===== src/rtl/mips_dmem_responder.sv =====
// Zero-wait data memory for the MIPS M-stage port, with an MMIO window (output FIFO, status, cycle counter).
// Define DMEM_CYCLE_COUNTER_EN to build the free-running CYCLE register; otherwise CYCLE reads 0.
module mips_dmem_responder #(
  parameter int DEPTH_WORDS = 64,
  parameter int FIFO_DEPTH  = 8
) (
  input  logic        clk,
  input  logic        reset,
  input  logic        memwrite,
  input  logic [31:0] addr,
  input  logic [31:0] writedata,
  output logic [31:0] readdata,
  output logic        out_valid,
  output logic [31:0] out_data,
  input  logic        out_ready,
  output logic        err
);
  localparam int AW = $clog2(DEPTH_WORDS);
  localparam int PW = $clog2(FIFO_DEPTH);
  localparam logic [PW:0] FULL_COUNT = (PW+1)'(FIFO_DEPTH);

  logic [31:0]   ram_r  [DEPTH_WORDS];
  logic [31:0]   fifo_r [FIFO_DEPTH];
  logic [PW:0]   wr_ptr_r;
  logic [PW:0]   rd_ptr_r;
  logic          ovf_r;
  logic          mis_r;

  logic [PW:0]   count_s;
  logic          empty_s;
  logic          full_s;
  logic          ram_sel_s;
  logic          mmio_sel_s;
  logic          st_ok_s;
  logic          mis_set_s;
  logic          ram_we_s;
  logic          out_we_s;
  logic          stat_we_s;
  logic          push_s;
  logic          pop_s;
  logic          ovf_set_s;
  logic [AW-1:0] ram_idx_s;
  logic [31:0]   cycle_s;

  // Address decode, FIFO occupancy and write-enable qualification.
  always_comb begin
    ram_sel_s  = ~addr[31];
    mmio_sel_s = (addr[31:4] == 28'hFFF_FFFF);
    ram_idx_s  = addr[AW+1:2];
    st_ok_s    = memwrite & (addr[1:0] == 2'b00);
    mis_set_s  = memwrite & (addr[1:0] != 2'b00);
    count_s    = wr_ptr_r - rd_ptr_r;
    empty_s    = (count_s == {(PW+1){1'b0}});
    full_s     = (count_s == FULL_COUNT);
    ram_we_s   = st_ok_s & ram_sel_s;
    out_we_s   = st_ok_s & mmio_sel_s & (addr[3:2] == 2'd0);
    stat_we_s  = st_ok_s & mmio_sel_s & (addr[3:2] == 2'd1);
    pop_s      = ~empty_s & out_ready;
    // A pop in the same cycle frees the slot, so a push into a full FIFO still lands.
    push_s     = out_we_s & (~full_s | pop_s);
    ovf_set_s  = out_we_s & full_s & ~pop_s;
  end

  // RAM array: no reset, contents survive the reset input.
  always_ff @(posedge clk) begin
    if (ram_we_s) begin
      ram_r[ram_idx_s] <= writedata;
    end
  end

  // FIFO storage; only occupied slots are ever observed.
  always_ff @(posedge clk) begin
    if (push_s) begin
      fifo_r[wr_ptr_r[PW-1:0]] <= writedata;
    end
  end

  // FIFO pointers and sticky error flags; W1C clears lose to a same-cycle set.
  always_ff @(posedge clk or posedge reset) begin
    if (reset) begin
      wr_ptr_r <= {(PW+1){1'b0}};
      rd_ptr_r <= {(PW+1){1'b0}};
      ovf_r    <= 1'b0;
      mis_r    <= 1'b0;
    end else begin
      if (push_s) begin
        wr_ptr_r <= wr_ptr_r + {{PW{1'b0}}, 1'b1};
      end
      if (pop_s) begin
        rd_ptr_r <= rd_ptr_r + {{PW{1'b0}}, 1'b1};
      end
      ovf_r <= (ovf_r & ~(stat_we_s & writedata[2])) | ovf_set_s;
      mis_r <= (mis_r & ~(stat_we_s & writedata[3])) | mis_set_s;
    end
  end

`ifdef DMEM_CYCLE_COUNTER_EN
  logic [31:0] cycle_r;
  logic        cyc_we_s;

  assign cyc_we_s = st_ok_s & mmio_sel_s & (addr[3:2] == 2'd2);

  // Free-running cycle counter; a store loads it instead of incrementing.
  always_ff @(posedge clk or posedge reset) begin
    if (reset) begin
      cycle_r <= 32'h0000_0000;
    end else if (cyc_we_s) begin
      cycle_r <= writedata;
    end else begin
      cycle_r <= cycle_r + 32'd1;
    end
  end

  assign cycle_s = cycle_r;
`else
  assign cycle_s = 32'h0000_0000;
`endif

  // Combinational read path and handshake outputs.
  always_comb begin
    readdata = 32'h0000_0000;
    if (ram_sel_s) begin
      readdata = ram_r[ram_idx_s];
    end else if (mmio_sel_s) begin
      case (addr[3:2])
        2'd0:    readdata = {{(31-PW){1'b0}}, count_s};
        2'd1:    readdata = {28'h000_0000, mis_r, ovf_r, full_s, empty_s};
        2'd2:    readdata = cycle_s;
        default: readdata = 32'h0000_0000;
      endcase
    end else begin
      readdata = 32'h0000_0000;
    end
    out_valid = ~empty_s;
    if (empty_s) begin
      out_data = 32'h0000_0000;
    end else begin
      out_data = fifo_r[rd_ptr_r[PW-1:0]];
    end
    err = ovf_r | mis_r;
  end
endmodule


===== config.mk =====
export PLATFORM = sky130hd
export DESIGN_NAME = mips_dmem_responder
export DESIGN_NICKNAME = d
export VERILOG_FILES = /design/src/rtl/mips_dmem_responder.sv
export SDC_FILE = /design/constraint.sdc
export NUM_CORES = 2
export LEC_CHECK = 0
export BUFFER_PORTS_ARGS = -buffer_cell sky130_fd_sc_hd__buf_4
export CELL_PAD_IN_SITES_DETAIL_PLACEMENT = 2
export CELL_PAD_IN_SITES_GLOBAL_PLACEMENT = 2
export CORE_MARGIN = 3
export CORE_UTILIZATION = 55
export DETAILED_ROUTE_END_ITERATION = 8
export GPL_ROUTABILITY_DRIVEN = 0
export PLACE_DENSITY_LB_ADDON = 0.25
export RECOVER_POWER = 25
export SYNTH_ARGS = -nofsm -noshare
export SYNTH_HDL_FRONTEND = slang
export SYNTH_SLANG_ARGS = --single-unit

===== constraint.sdc =====
create_clock -name clk -period 15.5 [get_ports clk]
set_input_delay 1.55 -clock clk [delete_from_list [all_inputs] [get_ports clk]]
set_output_delay 1.55 -clock clk [all_outputs]
set_load 0.02 [all_outputs]

==> results of run 1 <==
## metrics by stage
| stage | cell area [um2] | worst slack, ns | hold WS, ns |
|---|---|---|---|
| after floorplan | 89100 | 8.80 | 0.470 |
| after global placement | 93200 | 7.70 | 0.513 |
## kinds of logic after synthesis
logic type                 after synthesis  synth area share (%)
DFF                                   2314                  77.9
muxes                                  797                  16.9
and+or+nand+nor                        335                  1.70
AOI/OAI and AO/OA                      267                  1.93
buffers and inverters                  232                  1.35
xor gates and xnor gates                 9                0.0884
adders and majority gates                6                0.0926
==> key figures, run 1 <==
Status
  – Status: did not finish
  – Last stage: detailed placement
  – Stop Error: [ERROR DPL-0033] detailed placement checks failed during check placement.

Yosys
  – Avg Cell Area, Syn: between 20 and 25 um2
  – Synth async-reset ratio: 0.432%
  – Yosys cell types: 64
  – Area share of the largest cell type after synthesis: between 70 and 80%
  – Leading post-synthesis cells by cell area: edfxtp_1 78%, mux4_2 14%, mux2i_1 2.4%
  – Mapped cell area: 89,100 um2
  – Commonest cells in the netlist: 2,304 x edfxtp_1, 567 x mux4_2, 210 x mux2i_1
  – Synth Instances: about 4,000
  – Post-synth EDFFs: 2,304
  – Mapped Nets: 4,034
  – Dominant cell type by area after synthesis: edfxtp_1
  – Most common cell in the netlist: edfxtp_1
  – Yosys warns: 0
  – Seq/Total Area, Yosys: 77.9%
  – Synth Flop Type: edfxtp_1
  – Synth Register Bits: 2,314

Place
  – DPL Wire Length: just over 200,000 um
  – # port buffers: 133

Floorplanning
  – I/O pins: 134
  – Std cell rows: 147
  – Die height: 409 um
  – Die W: 409 um
  – Initial Util: 55.4%
==> run 2: changes to the inputs <==
Settings changed: CELL_PAD_IN_SITES_DETAIL_PLACEMENT 2 to not set, CELL_PAD_IN_SITES_GLOBAL_PLACEMENT 2 to not set, CORE_UTILIZATION 55 to 40, PLACE_DENSITY_LB_ADDON 0.25 to 0.15.
==> run 2 against run 1 <==
  * The flow now finishes, with violations (capacitance limit, slew limit)
  * Synthesized cell count stayed put
  * Synthesized area did not move
==> key figures, run 2 <==
Status
  – Status: complete, but fails checks
  – Failing checks: capacitance limit, slew limit

Yosys
  – Yosys warns: 0 (unchanged)
  – Leading post-synthesis cells by cell area: edfxtp_1 78%, mux4_2 14%, mux2i_1 2.4%
  – Post-synth EDFFs: 2,304 (unchanged)
  – Dominant cell type by area after synthesis: edfxtp_1
  – Most common cell in the netlist: edfxtp_1
  – Mapped cell area: 89,100 um2 (unchanged)
  – Synth Instances: 3,960 (unchanged)
  – Synth Flop Type: edfxtp_1
  – Seq/Total Area, Yosys: 77.9% (unchanged)
  – Mapped Nets: 4,034 (unchanged)
  – Synth Register Bits: 2,314 (unchanged)
  – Synth async-reset ratio: 0.432% (unchanged)
  – Yosys cell types: 64 (unchanged)
  – Avg Cell Area, Syn: 22.5 um2 (unchanged)
  – Area share of the largest cell type after synthesis: 77.6% (unchanged)
  – Commonest cells in the netlist: 2,304 x edfxtp_1, 567 x mux4_2, 210 x mux2i_1

Clock network
  – CTS tree: done
  – Clock latency on the worst-skew pair: approximately 0.85 ns
  – CTS clk-pin slew, worst paths: 0.06 ns
  – Cts repair resizes: 0
  – Maximum clock path buffer count: 3
  – CTS root buf: clkbuf_16
  – CTS sink cnt: 2,314
  – Hold buffers post-CTS: 0
  – Cts bufs inserted: 230
  – Post CTS Setup Buffer Count: 0
  – CTS H-Tree Depth: 4

Floorplanning
  – CORE AREA: around 220,000 um2
  – I/O pins: 134 (unchanged)
  – DIE AREA: 229,000 um2
  – Die height: 478 um (+17%)
  – Initial Util: 40.4% (-15 points)
  – Die W: 478 um (+17%)
  – Std cell rows: 172 (+17%)

Place
  – Area after DPL: 94,200 um2
  – # port buffers: 133 (unchanged)
  – DPL Wire Length: 129,000 um (-37%)

Min path
  – Hold_sp: wr_ptr_r[3]
  – Worst hold path type: flop to flop

Detailed routing
  – Total wire length: 244,000 um
  – # DRC: 0
  – Vias: 42,500
  – DR WL/cell: 33.0 um
  – DR vias/cell: between 5 and 6
  – Pre-antenna DRT Iters: 6
  – Initial drt markers: 5,239
  – Post-detailed-route count of antenna-violating nets: 0

Timing
  – Tmin final: 7.85 ns
  – Final hold viol count: 0
  – RSZ-0062 raised after global routing: no
  – Fmax: 127 MHz
  – Final setup viols: 0
  – Slew margin rel.: -149%
  – Max Slew Vio Count: approximately 1,800
  – Fin Clk Skew: 0.0120 ns
  – Part of the cycle the worst path needs: 50.6%
  – Setup tns final: 0 ns
  – Worst-Margin Slew: 3.73 ns

Cells and area
  – Most common cell after layout, fill and taps aside: edfxtp_1
  – Reg with most FFs: ram_r
  – Layout cell share with drive strength beyond 1: a little over a quarter
  – Most frequent cells in the layout: 2,304 x edfxtp_1, 567 x mux4_2, 236 x clkbuf_16
  – Layout fillers: 18,400
  – Max FFs per register: 2,048
  – Area delta synth->final: 13.6%
  – Final Cell Area: 101,000 um2
  – Final nets: roughly 4,300

Global routing
  – Largest net degree at the start of global routing: 133
  – Initial antenna violation count: 19
  – Total Routing Usage GR: 21.3%
  – First-pass GRT wire length: approximately 340,000 um
  – GRT overflow: 0
  – Vias in the first global route: between 40,000 and 50,000

Setup path
  – Critical path endpoint category: primary output
  – Startpoint types: input port
  – Worst-path fanout max: 74
  – Arr. time, crit path: 6.30 ns
  – Worst r2r src: rd_ptr_r[2]
  – Critical Path RT: 13.95 ns
  – Setup CP Type: input port to primary output
  – Worst Setup SP: addr[2]

Job
  – MaxCap Viol Count: 24

Pwr
  – Power density cells: ~130 nW/um2
  – Pleak: 31.6 nW
  – VDD IR-drop max: roughly 130 uV
  – Pwr Total: between 10 and 15 mW
[run 2: cell counts after synthesis]
No cell type changed its count.
[run 2: metal layers]
| layer | global-route usage [%] | vias up | wire [um] |
|---|---|---|---|
| li1 | - | 17400 | - |
| met1 | 30.7 | 23400 | 106000 |
| met2 | 34.2 | 1415 | 118000 |
| met3 | 3.21 | 296 | 14800 |
| met4 | 5.15 | 2 | 5210 |
| met5 | 0 | - | 13 |
[run 2: stage by stage]
step,setup WS [ns],utilization [%],std cells,hold WS [ns]
floorplan,8.80,-,3960,0.470
global placement,7.47,42.7,6953,0.512
detailed placement,7.51,42.7,6953,0.520
CTS,7.51,46.0,7383,0.532
global route,7.19,45.9,7386,0.560
finish,7.65,45.9,7387,0.531
[run 2: cells by family after synthesis]
kind of cell	Yosys count	synth area share, %
mux	797	16.9
simple gates	335	1.70
compound gates	267	1.93
xor+xnor	9	0.0884
buf+inv	232	1.35
flops	2314	77.9
fa+ha+maj	6	0.0926
[run 2: critical path, stage by stage]
cell,delay [ns]
buf_8,0.56
buf_4,0.72
buf_4,0.66
buf_4,0.74
mux4_2,0.59
mux2i_1,0.18
o22ai_1,0.13
nor4_1,0.54
nor2_1,0.14
buf_4,0.22
[run 2: where the power goes]
part	switching [mW]	leakage [nW]	internal (mW)
logic	0.756	7.23	0.491
registers	0.0373	20.8	6.91
clock network	2.34	3.51	3.00
total	3.14	31.6	10.4
[run 2: worst paths after layout]
check	cells past startpoint	slack (ns)	endpoint
setup / recovery	10	7.65	readdata[19]
hold / removal	1	0.53	wr_ptr_r[3]
setup reg to reg	9	11.51	fifo_r[3][20]
hold reg to reg	1	0.53	wr_ptr_r[3]
max in group asynchronous	2	14.39	rd_ptr_r[0]
min in group asynchronous	2	0.73	mis_r
[run 2: layout make-up]
cell class | instances | area (um2) | area share (%)
multi-input combinational | 1414 | 19100 | 18.8
antenna | 4 | 10.0 | 0.00988
timing repair buffer | 252 | 1870 | 1.85
clock buffer | 287 | 6100 | 6.02
clock inverter | 143 | 1060 | 1.05
tap | 2958 | 3700 | 3.65
sequential | 2314 | 69400 | 68.6
inverter | 15 | 63.8 | 0.0630
Power figures use the tool's default switching activity.
